--- src/rtl/nf_pkt_pkg.sv ---
// Shared frame layout, expected test-frame contents, FSM and class encodings
// for the RX packet checker.
package nf_pkt_pkg;

    localparam int OFF_DST  = 0;
    localparam int OFF_SRC  = 6;
    localparam int OFF_TYPE = 12;
    localparam int OFF_PAY  = 14;
    localparam int OFF_SEQ  = 22;
    localparam int MIN_LEN  = 26;

    localparam logic [47:0] EXP_DST_MAC = 48'h3ca9f457afde;
    localparam logic [47:0] EXP_SRC_MAC = 48'h3ca9f457aade;
    localparam logic [15:0] ETH_TYPE    = 16'h0800;
    localparam logic [63:0] PAYLOAD     = 64'hf00d_face_d066_f00d;

    // Header bytes 0..21 in wire order, padded to 32 bytes so every lane index is in range.
    localparam logic [255:0] HDR_PAD = {EXP_DST_MAC, EXP_SRC_MAC, ETH_TYPE, PAYLOAD, 80'h0};

    typedef enum logic [2:0] {ST_B0, ST_B1, ST_B2, ST_B3, ST_TAIL} state_t;
    typedef enum logic [1:0] {CLS_GOOD, CLS_BAD, CLS_FOREIGN, CLS_ERR} cls_t;

    // Expected tdata for a given beat: frame byte n sits on lane n%8.
    function automatic logic [63:0] exp_beat(input int beat);
        logic [63:0] v;
        v = '0;
        for (int l = 0; l < 8; l++) begin
            v[8*l +: 8] = HDR_PAD[255 - 8*(8*beat + l) -: 8];
        end
        return v;
    endfunction

    // Bit mask covering the lanes of a beat that carry frame bytes [lo, hi).
    function automatic logic [63:0] lane_mask(input int beat, input int lo, input int hi);
        logic [63:0] m;
        m = '0;
        for (int l = 0; l < 8; l++) begin
            if ((8*beat + l) >= lo && (8*beat + l) < hi) begin
                m[8*l +: 8] = 8'hff;
            end
        end
        return m;
    endfunction

endpackage

--- src/rtl/nf_pktchk_if.sv ---
// MAC RX AXI-Stream beat bundle; the MAC drives it, the checker only observes.
interface nf_pktchk_if;
    logic        m_axis_rx_tvalid;
    logic [63:0] m_axis_rx_tdata;
    logic [7:0]  m_axis_rx_tkeep;
    logic        m_axis_rx_tlast;
    logic        m_axis_rx_tuser;

    modport master (
        output m_axis_rx_tvalid, m_axis_rx_tdata, m_axis_rx_tkeep,
               m_axis_rx_tlast, m_axis_rx_tuser
    );
    modport slave (
        input  m_axis_rx_tvalid, m_axis_rx_tdata, m_axis_rx_tkeep,
               m_axis_rx_tlast, m_axis_rx_tuser
    );
endinterface

--- src/rtl/nf_pktchk_seq.sv ---
// Sequence tracker: expected-seq bookkeeping, lost/reorder counters, last good seq.
// Latency: outputs update on the edge that samples i_good.
// Backpressure: none; one update per strobe.
module nf_pktchk_seq (
    input  logic        clk156,
    input  logic        reset,
    input  logic        i_good,
    input  logic [31:0] i_seq,
    output logic [31:0] o_last_seq,
    output logic [31:0] o_cnt_lost,
    output logic [31:0] o_cnt_reorder,
    output logic        o_seq_valid
);
    logic [31:0] r_exp_seq;
    logic [31:0] r_last_seq;
    logic [31:0] r_cnt_lost;
    logic [31:0] r_cnt_reorder;
    logic        r_seq_valid;
    logic [31:0] w_delta;

    assign w_delta = i_seq - r_exp_seq;

    // A "negative" modular distance means the frame is older than expected.
    always_ff @(posedge clk156) begin
        if (reset) begin
            r_exp_seq     <= '0;
            r_last_seq    <= '0;
            r_cnt_lost    <= '0;
            r_cnt_reorder <= '0;
            r_seq_valid   <= 1'b0;
        end else if (i_good) begin
            r_last_seq <= i_seq;
            if (!r_seq_valid) begin
                r_seq_valid <= 1'b1;
                r_exp_seq   <= i_seq + 32'd1;
            end else if (w_delta[31]) begin
                r_cnt_reorder <= r_cnt_reorder + 32'd1;
            end else begin
                r_cnt_lost <= r_cnt_lost + w_delta;
                r_exp_seq  <= i_seq + 32'd1;
            end
        end
    end

    assign o_last_seq    = r_last_seq;
    assign o_cnt_lost    = r_cnt_lost;
    assign o_cnt_reorder = r_cnt_reorder;
    assign o_seq_valid   = r_seq_valid;
endmodule

--- src/rtl/nf_pktchk.sv ---
// RX test-frame checker: parses header/seq, classifies and counts every frame.
// Latency: counters, frame_done and seq status update one cycle after the tlast beat.
// Backpressure: none; every valid beat is consumed in the cycle it appears.
module nf_pktchk
    import nf_pkt_pkg::*;
(
    input  logic        clk156,
    input  logic        reset,
    nf_pktchk_if.slave  rx,
    output logic        frame_done,
    output logic [31:0] cnt_good,
    output logic [31:0] cnt_bad,
    output logic [31:0] cnt_foreign,
    output logic [31:0] cnt_err,
    output logic [31:0] cnt_lost,
    output logic [31:0] cnt_reorder,
    output logic [31:0] last_seq,
    output logic        seq_valid
);
    localparam logic [63:0] EXP_B0  = exp_beat(0);
    localparam logic [63:0] EXP_B1  = exp_beat(1);
    localparam logic [63:0] EXP_B2  = exp_beat(2);
    localparam logic [63:0] M_DST0  = lane_mask(0, OFF_DST, OFF_SRC);
    localparam logic [63:0] M_SRC0  = lane_mask(0, OFF_SRC, OFF_TYPE);
    localparam logic [63:0] M_SRC1  = lane_mask(1, OFF_SRC, OFF_TYPE);
    localparam logic [63:0] M_TYPE1 = lane_mask(1, OFF_TYPE, OFF_PAY);
    localparam logic [63:0] M_PAY1  = lane_mask(1, OFF_PAY, OFF_SEQ);
    localparam logic [63:0] M_PAY2  = lane_mask(2, OFF_PAY, OFF_SEQ);
    localparam int          SEQ_LANE = OFF_SEQ % 8;
    // tkeep lanes that must be present: last EtherType byte on beat 1, last seq byte on beat 3.
    localparam logic [7:0]  KEEP_TYPE = 8'(1 << ((OFF_TYPE + 1) % 8));
    localparam logic [7:0]  KEEP_MIN  = 8'((1 << (((MIN_LEN - 1) % 8) + 1)) - 1);

    state_t      r_state;
    logic        r_dst_bad, r_src_bad, r_type_bad, r_pay_bad;
    logic [15:0] r_seq_hi, r_seq_lo;
    logic        r_frame_done;
    logic [31:0] r_cnt_good, r_cnt_bad, r_cnt_foreign, r_cnt_err;

    logic        w_beat, w_last, w_first, w_good;
    logic        w_dst_f, w_src_f, w_type_f, w_pay_f, w_short_fgn, w_short_bad;
    logic [63:0] w_dat;
    logic [7:0]  w_keep;
    logic [31:0] w_seq;
    cls_t        w_cls;

    assign w_beat = rx.m_axis_rx_tvalid;
    assign w_last = rx.m_axis_rx_tvalid & rx.m_axis_rx_tlast;
    assign w_dat  = rx.m_axis_rx_tdata;
    assign w_keep = rx.m_axis_rx_tkeep;

    // Mismatch flags seen so far including this beat; B0 starts from clean flags.
    always_comb begin
        w_first  = (r_state == ST_B0);
        w_dst_f  = ~w_first & r_dst_bad;
        w_src_f  = ~w_first & r_src_bad;
        w_type_f = ~w_first & r_type_bad;
        w_pay_f  = ~w_first & r_pay_bad;
        case (r_state)
            ST_B0: begin
                w_dst_f = |((w_dat ^ EXP_B0) & M_DST0);
                w_src_f = |((w_dat ^ EXP_B0) & M_SRC0);
            end
            ST_B1: begin
                w_src_f  = w_src_f | (|((w_dat ^ EXP_B1) & M_SRC1));
                w_type_f = |((w_dat ^ EXP_B1) & M_TYPE1);
                w_pay_f  = |((w_dat ^ EXP_B1) & M_PAY1);
            end
            ST_B2: w_pay_f = w_pay_f | (|((w_dat ^ EXP_B2) & M_PAY2));
            default: ;
        endcase

        w_short_fgn = w_first | ((r_state == ST_B1) & ~(&(w_keep | ~KEEP_TYPE)));
        w_short_bad = ((r_state != ST_B3) & (r_state != ST_TAIL))
                    | ((r_state == ST_B3) & ~(&(w_keep | ~KEEP_MIN)));

        if (!rx.m_axis_rx_tuser)                          w_cls = CLS_ERR;
        else if (w_short_fgn | w_dst_f | w_type_f)        w_cls = CLS_FOREIGN;
        else if (w_short_bad | w_src_f | w_pay_f)         w_cls = CLS_BAD;
        else                                              w_cls = CLS_GOOD;

        w_seq  = (r_state == ST_B3) ? {r_seq_hi, w_dat[7:0], w_dat[15:8]}
                                    : {r_seq_hi, r_seq_lo};
        w_good = w_last & (w_cls == CLS_GOOD);
    end

    always_ff @(posedge clk156) begin
        if (reset) begin
            r_state       <= ST_B0;
            r_dst_bad     <= 1'b0;
            r_src_bad     <= 1'b0;
            r_type_bad    <= 1'b0;
            r_pay_bad     <= 1'b0;
            r_seq_hi      <= '0;
            r_seq_lo      <= '0;
            r_frame_done  <= 1'b0;
            r_cnt_good    <= '0;
            r_cnt_bad     <= '0;
            r_cnt_foreign <= '0;
            r_cnt_err     <= '0;
        end else begin
            r_frame_done <= w_last;
            if (w_beat) begin
                r_dst_bad  <= w_dst_f;
                r_src_bad  <= w_src_f;
                r_type_bad <= w_type_f;
                r_pay_bad  <= w_pay_f;
                if (r_state == ST_B2) r_seq_hi <= {w_dat[8*SEQ_LANE +: 8], w_dat[8*SEQ_LANE + 8 +: 8]};
                if (r_state == ST_B3) r_seq_lo <= {w_dat[7:0], w_dat[15:8]};
                if (w_last) begin
                    r_state <= ST_B0;
                end else begin
                    case (r_state)
                        ST_B0:   r_state <= ST_B1;
                        ST_B1:   r_state <= ST_B2;
                        ST_B2:   r_state <= ST_B3;
                        default: r_state <= ST_TAIL;
                    endcase
                end
            end
            if (w_last) begin
                case (w_cls)
                    CLS_GOOD:    r_cnt_good    <= r_cnt_good + 32'd1;
                    CLS_BAD:     r_cnt_bad     <= r_cnt_bad + 32'd1;
                    CLS_FOREIGN: r_cnt_foreign <= r_cnt_foreign + 32'd1;
                    default:     r_cnt_err     <= r_cnt_err + 32'd1;
                endcase
            end
        end
    end

    nf_pktchk_seq u_seq (
        .clk156        (clk156),
        .reset         (reset),
        .i_good        (w_good),
        .i_seq         (w_seq),
        .o_last_seq    (last_seq),
        .o_cnt_lost    (cnt_lost),
        .o_cnt_reorder (cnt_reorder),
        .o_seq_valid   (seq_valid)
    );

    assign frame_done  = r_frame_done;
    assign cnt_good    = r_cnt_good;
    assign cnt_bad     = r_cnt_bad;
    assign cnt_foreign = r_cnt_foreign;
    assign cnt_err     = r_cnt_err;
endmodule

--- src/flat_wrapper.sv ---
// flat-port wrapper written by rule: the top's interface ports become plain ports
module nf_pktchk_flat import nf_pkt_pkg::*;
  (clk156, reset, frame_done, cnt_good, cnt_bad, cnt_foreign, cnt_err, cnt_lost, cnt_reorder, last_seq, seq_valid, rx_m_axis_rx_tvalid, rx_m_axis_rx_tdata, rx_m_axis_rx_tkeep, rx_m_axis_rx_tlast, rx_m_axis_rx_tuser);
  nf_pktchk_if rx_i ();
  input  logic clk156;
  input  logic reset;
  output logic frame_done;
  output logic [31:0] cnt_good;
  output logic [31:0] cnt_bad;
  output logic [31:0] cnt_foreign;
  output logic [31:0] cnt_err;
  output logic [31:0] cnt_lost;
  output logic [31:0] cnt_reorder;
  output logic [31:0] last_seq;
  output logic seq_valid;
  input wire logic [$bits(rx_i.m_axis_rx_tvalid)-1:0] rx_m_axis_rx_tvalid;
  input wire logic [$bits(rx_i.m_axis_rx_tdata)-1:0] rx_m_axis_rx_tdata;
  input wire logic [$bits(rx_i.m_axis_rx_tkeep)-1:0] rx_m_axis_rx_tkeep;
  input wire logic [$bits(rx_i.m_axis_rx_tlast)-1:0] rx_m_axis_rx_tlast;
  input wire logic [$bits(rx_i.m_axis_rx_tuser)-1:0] rx_m_axis_rx_tuser;
  assign rx_i.m_axis_rx_tvalid = rx_m_axis_rx_tvalid;
  assign rx_i.m_axis_rx_tdata = rx_m_axis_rx_tdata;
  assign rx_i.m_axis_rx_tkeep = rx_m_axis_rx_tkeep;
  assign rx_i.m_axis_rx_tlast = rx_m_axis_rx_tlast;
  assign rx_i.m_axis_rx_tuser = rx_m_axis_rx_tuser;
  nf_pktchk u_core (.clk156(clk156), .reset(reset), .rx(rx_i), .frame_done(frame_done), .cnt_good(cnt_good), .cnt_bad(cnt_bad), .cnt_foreign(cnt_foreign), .cnt_err(cnt_err), .cnt_lost(cnt_lost), .cnt_reorder(cnt_reorder), .last_seq(last_seq), .seq_valid(seq_valid));
endmodule
--- config.mk ---
export PLATFORM = sky130hd
export DESIGN_NAME = nf_pktchk_flat
export DESIGN_NICKNAME = d
export VERILOG_FILES = /design/src/rtl/nf_pkt_pkg.sv /design/src/rtl/nf_pktchk_if.sv /design/src/rtl/nf_pktchk_seq.sv /design/src/rtl/nf_pktchk.sv /design/src/flat_wrapper.sv
export SDC_FILE = /design/constraint.sdc
export NUM_CORES = 1
export LEC_CHECK = 0
export ABC_AREA = 1
export BUFFER_PORTS_ARGS = -buffer_cell sky130_fd_sc_hd__buf_4
export CORE_ASPECT_RATIO = 0.75
export CORE_MARGIN = 2
export CORE_UTILIZATION = 51
export CTS_CLUSTER_DIAMETER = 30
export DETAILED_ROUTE_END_ITERATION = 6
export PLACE_DENSITY_LB_ADDON = 0.15
export SLEW_MARGIN = 20
export SYNTH_ARGS = -nofsm -noshare
export SYNTH_HDL_FRONTEND = slang
export SYNTH_SLANG_ARGS = --single-unit
--- constraint.sdc ---
create_clock -name clk156 -period 7.1 [get_ports clk156]
set_clock_uncertainty 0.15 [all_clocks]
set_input_delay 0.71 -clock clk156 [delete_from_list [all_inputs] [get_ports clk156]]
set_output_delay 0.71 -clock clk156 [all_outputs]
set_load 0.005 [all_outputs]
# [Yosys cells after proc, flatten, opt, wreduce, memory -nomap -nowiden]
# Cells that the tools add are included.
[classes] reduce_logical=19 mul=0 shifts=0 n_lt_le_gt_ge=0 bitwise=25 n_eq_ne=8 add_sub_neg=8 n_div=0 n_mux=12
[op_table] cell="$add 32x1->32 const B" count=6
[op_table] cell="$reduce_or 48->1" count=2
[op_table] cell="$mux 32" count=2
[op_table] cell="$reduce_or 16->1" count=3
[op_table] cell="$not 38->38" count=1
[op_table] cell="$add 32x32->32" count=1
[op_table] cell="$reduce_or 32->1" count=1
[op_table] cell="$sub 32x32->32" count=1
[op_table] cell="$not 28->28" count=1
[op_table] cell="$not 25->25" count=1
[op_table] cell="$mux 16" count=1
[op_table] cell="$reduce_and 2->1" count=8
[op_table] cell="$and 1x1->1" count=9
[op_table] cell="$pmux 3 s3" count=1
[op_table] cell="$or 1x1->1" count=8
[op_table] cell="$eq 3x2->1 const B" count=2
[op_table] cell="$reduce_and 3->1" count=2
[op_table] cell="$not 1->1" count=5
[op_table] cell="$mux 2" count=2
[op_table] cell="$pmux 1 s2" count=2
[op_table] cell="$eq 3x1->1 const B" count=1
[op_table] cell="$logic_not 3->1" count=1
[op_table] cell="$mux 1" count=3
[op_table] cell="$mux 3" count=1
[op_table] cell="7 further kinds" count=7
[word_totals] word_cells=89 ram_bits=0 latchBits=0 memories=0 rom_bits=0 reg_bits=297

# [Longest topological paths before layout]
[depth] word_depth=14 depth_mapped=30 mapped_depth_nobuf=29

# [Modules after synthesis]
# From an unflattened synthesis, not the netlist that was laid out.
[unflattened] hier_cells=3138 area_unflattened_um2=19772.7
[modules_own_cells] module="nf_pktchk_seq" area_per_inst_um2=10015.9 cells_per_inst=1580 seq_area_each_um2=2582.5 n_inst=1
[modules_own_cells] module="nf_pktchk" area_per_inst_um2=9756.9 cells_per_inst=1558 seq_area_each_um2=3363.2 n_inst=1

# [Worst setup path before layout]
# No wires, ideal clock.
[synth_path] kind="reg2reg" startpoint="register u_core.r_state[0]" endpoint="register u_core.u_seq.r_cnt_lost[25], in the netlist u_core.u_seq.o_cnt_lost[25]" slack_ns=2.860 setup_ns=0.115 t_required_ns=6.835 arrival_ns=3.975 period_less_slack_ns=4.240 stages_incl_launch_ff=25 path_cell_list="dfxtp_1 > nand3_2 > buf_6 > o21ai_2 > ha_1 > inv_1 > fa_1 > nand3_1 > nand2_1 > a21oi_1 > o21ai_0 > a21oi_1 > o21ai_0 > xor2_1 > ha_1 > nand2_1 > nor2_1 > inv_1 > nor2_1 > nand3_1 > or2_2 > nand3_1 > nand2_1 > a21oi_1 > nor2_1"
[synth_via] elab_chain_len=13 word_cells_on_any_way=36 cone_classes="add/sub: 2; eq/ne: 5; mux: 8; bitwise: 18; reduce/logical: 3"
[synth_lines] item="start, declared" line_no="nf_pktchk.sv:34" rtl="state_t r_state;"
[synth_lines] item="start signal, assigned" line_no="nf_pktchk.sv:89" rtl="r_state <= ST_B0;"
[synth_lines] item="start signal, assigned" line_no="nf_pktchk.sv:111" rtl="r_state <= ST_B0;"
[synth_lines] item="start signal, assigned" line_no="nf_pktchk.sv:114" rtl="ST_B0: r_state <= ST_B1;"
[synth_lines] item="branches (longest 13 deep; another with $sub 32x32->32)"
[synth_lines] item="end signal, assigned" line_no="nf_pktchk_seq.sv:39" rtl="r_cnt_lost <= r_cnt_lost + w_delta;"
[synth_lines] item="end, declared" line_no="nf_pktchk_seq.sv:16" rtl="logic [31:0] r_cnt_lost;"
# Several ways; the timed one is not identified.
# A chain may end at the register's enable or synchronous reset.

# [Worst setup path in the final report]
# Ends and elaborated chain as after synthesis.

==> metrics.md <==
| Metric | Value |
|---|---|
| Synth cell types | 50 |
| Hold Path Class | input pin to flop |
| Top cell type's share of synthesized area | 0.3156 |
| Share of layout cells above drive strength 1 | 0.1528 |
| DRT antenna net count | 0 |
| Via density | between 5 and 6 |
| Crit path DAT | 5.93 ns |
| Drt wl/cell | roughly 16 um |
| Average cell area after synthesis | between 6 and 7 um^2 |
| Area leader, netlist | dfxtp_1 |
| Postcts setup bufs | 0 |
| Starting DRT DRC Count | 1840 |
| Drt total wl | a little over 60 mm |
| I/O pins | between 300 and 400 |
| Final setup viols | 0 |
| RSZ-0062 raised after global routing | false |
| Total GRT Usage | 0.3084 |
| Critical setup path kind | flop to flop |
| Core Region | 36110 um^2 |
| WP data required | between 7 and 8 ns |
| Initial antenna violation count | 1 |
| CTS Buf Count | between 50 and 60 |
| #FFs+latches synth | 297 |
| Seq/Total Area, Yosys | 0.3156 |
| Count of buffers from port buffering | between 200 and 300 |
| Syn Nets | just over 3000 |
| Synth Instances | 2884 |
| CTS root buf | clkbuf_16 |
| CP Launch Type | flop |
| Die Span Y | approximately 170 um |
| Die ar. | 38510 um^2 |
| Max Clk Rate | between 150 and 200 MHz |
| Max Slew Vio Count | 0 |
| Synth Flop Type | dfxtp_1 |
| Post-detail-place hpwl | between 40 and 50 mm |
| H-tree Lvls | 2 |
| MaxCap Viol Count | 0 |
| Total number of vias | just over 20000 |
| Final Hold Viols | 0 |
| DR DRC count | 0 |
| Setup_tns | 0 ns |
| Setup ws final | 1.481 ns |
| Nets | between 3000 and 4000 |
| Run status | finished, final reports clean |
| Pin slew with the least headroom to its limit | 1.077 ns |
| CP endpoint kind | flop |
| Worst-path fanout max | 32 |
| First-pass GRT wire length | around 96 mm |
| Hold buffer count at cts | 0 |
| Synth top area cells | dfxtp_1, nand2_1, nor2_1, a21oi_1, inv_1 |
| Sinks on the clock net | 297 |
| EDFF count, synth | 0 |
| Clock Pin Slew Worst Setup and Hold Paths | 0.05 ns |
| Clk buf depth | 3 |
| Cell Rows | 60 |
| WHS | between 0.2 and 0.3 ns |
| Post-route clock period utilization | 0.7913 |
| Async SR Flop Fraction | 0 |
| Vias in the first global route | about 19000 |
| Worst hold path startpoint | rx_m_axis_rx_tdata[5] |
| Worst-case reg-to-reg path depth | 23 |
| P_leak | between 9 and 10 nW |
| Global placement routability congestion | roughly 0.93 |
| Critical Path Start | u_core.r_state[0]$_SDFFE_PP0P_ |
| Grt total ovfl | 0 |
| RR Startpoint | u_core.r_state[0]$_SDFFE_PP0P_ |
| Synthesis Warnings | 0 |
| Flop2flop setup slack | 1.48 ns |
| Worst skew pair latency | just under 0.6 ns |
| Area Growth Syn to Fin | 24.21% |
| CTS tree | built |
| Die W | about 230 um |
| Max VDD drop | between 0.2 and 0.25 mV |
| Mapped cell area | roughly 19000 um^2 |
| Total power draw | just under 5 mW |
| Post_cts resized | 0 |
| Initial core utilization | 0.5217 |
| Drt first pass iters | 6 |
| Pin count of the biggest net entering global routing | 100 |
| Pre-CTS WS | roughly 1.5 ns |
| Relative slew slack | 0.2821 |
| Final design utilization | 0.6480 |
| Pwr Density | 206.2 nW/um^2 |
| Worst Hold Path Cells | 3 |
| Post-layout min period | around 5.6 ns |
## report_power, final
part	internal (mW)	switching (mW)	total [mW]	leakage (nW)
Combinational	0.0958	0.183	0.278	6.57
Sequential	1.68	0.00579	1.68	2.39
Clock	1.91	0.956	2.86	0.986
## synthesized netlist by cell type (3+ instances only)
| library cell | number |
|---|---|
| a211oi_1 | 8 |
| a21o_1 | 10 |
| a21oi_1 | 273 |
| a21oi_2 | 7 |
| a31oi_1 | 16 |
| and3_1 | 3 |
| buf_1 | 4 |
| buf_2 | 18 |
| buf_4 | 10 |
| buf_6 | 6 |
| clkbuf_1 | 40 |
| dfxtp_1 | 297 |
| ha_1 | 70 |
| inv_1 | 334 |
| inv_2 | 23 |
| nand2_1 | 660 |
| nand2_2 | 11 |
| nand3_1 | 103 |
| nand3_2 | 6 |
| nand4_1 | 80 |
| nor2_1 | 365 |
| nor2_2 | 13 |
| nor2_4 | 4 |
| nor3_1 | 97 |
| nor3b_1 | 4 |
| nor4_1 | 34 |
| o211ai_1 | 4 |
| o21a_1 | 10 |
| o21ai_0 | 155 |
| o21ai_1 | 31 |
| o21ai_2 | 9 |
| o21ai_4 | 3 |
| o21bai_1 | 5 |
| xnor2_1 | 48 |
| xor2_1 | 103 |
## cell usage in the layout, fill, tap and decap left out, types with 59 or more instances in the layout
cell / count
nand4_1: 80
nand2_1: 659
dfxtp_1: 297
a21oi_1: 273
inv_1: 333
nand3_1: 103
nor2_1: 364
ha_1: 70
clkbuf_16: 59
buf_4: 303
nor3_1: 97
xor2_1: 103
o21ai_0: 155
## critical path, cell delays in order (launching register included)
cell	delay [ns]
dfxtp_1	0.43
nand3_2	0.68
o21ai_2	0.56
ha_1	0.21
inv_1	0.06
fa_1	0.40
nand3_1	0.10
nand2_1	0.09
a21oi_1	0.28
o21ai_0	0.25
a21oi_1	0.30
o21ai_0	0.18
xor2_1	0.21
ha_1	0.41
nand2_1	0.13
nor2_1	0.11
inv_1	0.07
nor2_1	0.13
nand3_1	0.08
or2_2	0.31
nand3_1	0.09
nand2_1	0.05
a21oi_1	0.17
nor2_1	0.05
## state kept, by name, summed over array words and instances, names as in the netlist, 32 cells and up
signal	count
u_core.cnt_err	32
u_core.u_seq.o_last_seq	32
u_core.u_seq.o_cnt_reorder	32
u_core.u_seq.o_cnt_lost	32
u_core.u_seq.r_exp_seq	32
u_core.cnt_good	32
u_core.cnt_bad	32
u_core.cnt_foreign	32
## logic make-up after synthesis
kind of cell,count (synthesis),synth area share
AND/OR/NAND/NOR,1391,0.3173
AO/OA/AOI/OAI,538,0.1560
flip-flops,297,0.3156
XOR/XNOR,151,0.07020
buffers and inverters,435,0.09225
adder cells (fa/ha/maj),72,0.04862
## area by class of cell
class | instances | area, um^2
sequential | 297 | 5946
timing repair buffer | 303 | 2275
tap | 496 | 620.6
clock buffer | 68 | 1530
multi-input combinational | 2152 | 11170
clock inverter | 37 | 518.0
fill | 3286 | 12710
inverter | 357 | 1343
antenna | 1 | 2.502
## per-stage QoR
step           instance area [um^2]  instances
2_1_floorplan                 18840       2884
3_3_place_gp                  21350       3605
3_5_place_dp                  21350       3605
4_1_cts                       23390       3710
5_1_grt                       23400       3710
6_report                      23400       3711
## worst paths after layout
| check | end |
|---|---|
| max | u_core.u_seq.o_cnt_lost[25]$_SDFFE_PP0P_ |
| min | u_core.r_seq_lo[13]$_SDFFE_PP0P_ |
| max reg2reg | u_core.u_seq.o_cnt_lost[25]$_SDFFE_PP0P_ |
| min reg2reg | u_core.r_seq_lo[0]$_SDFFE_PP0P_ |
## layer usage
layer | track usage | vias to the layer above | part of all wire
met4 | 0.08293 | 0 | 0.022
li1 | - | 10049 | -
met3 | 0.06958 | 93 | 0.087
met5 | 0 | - | 0
met2 | 0.4603 | 810 | 0.42
met1 | 0.4443 | 9341 | 0.47
No activity file was read; power rests on OpenSTA's default activity.
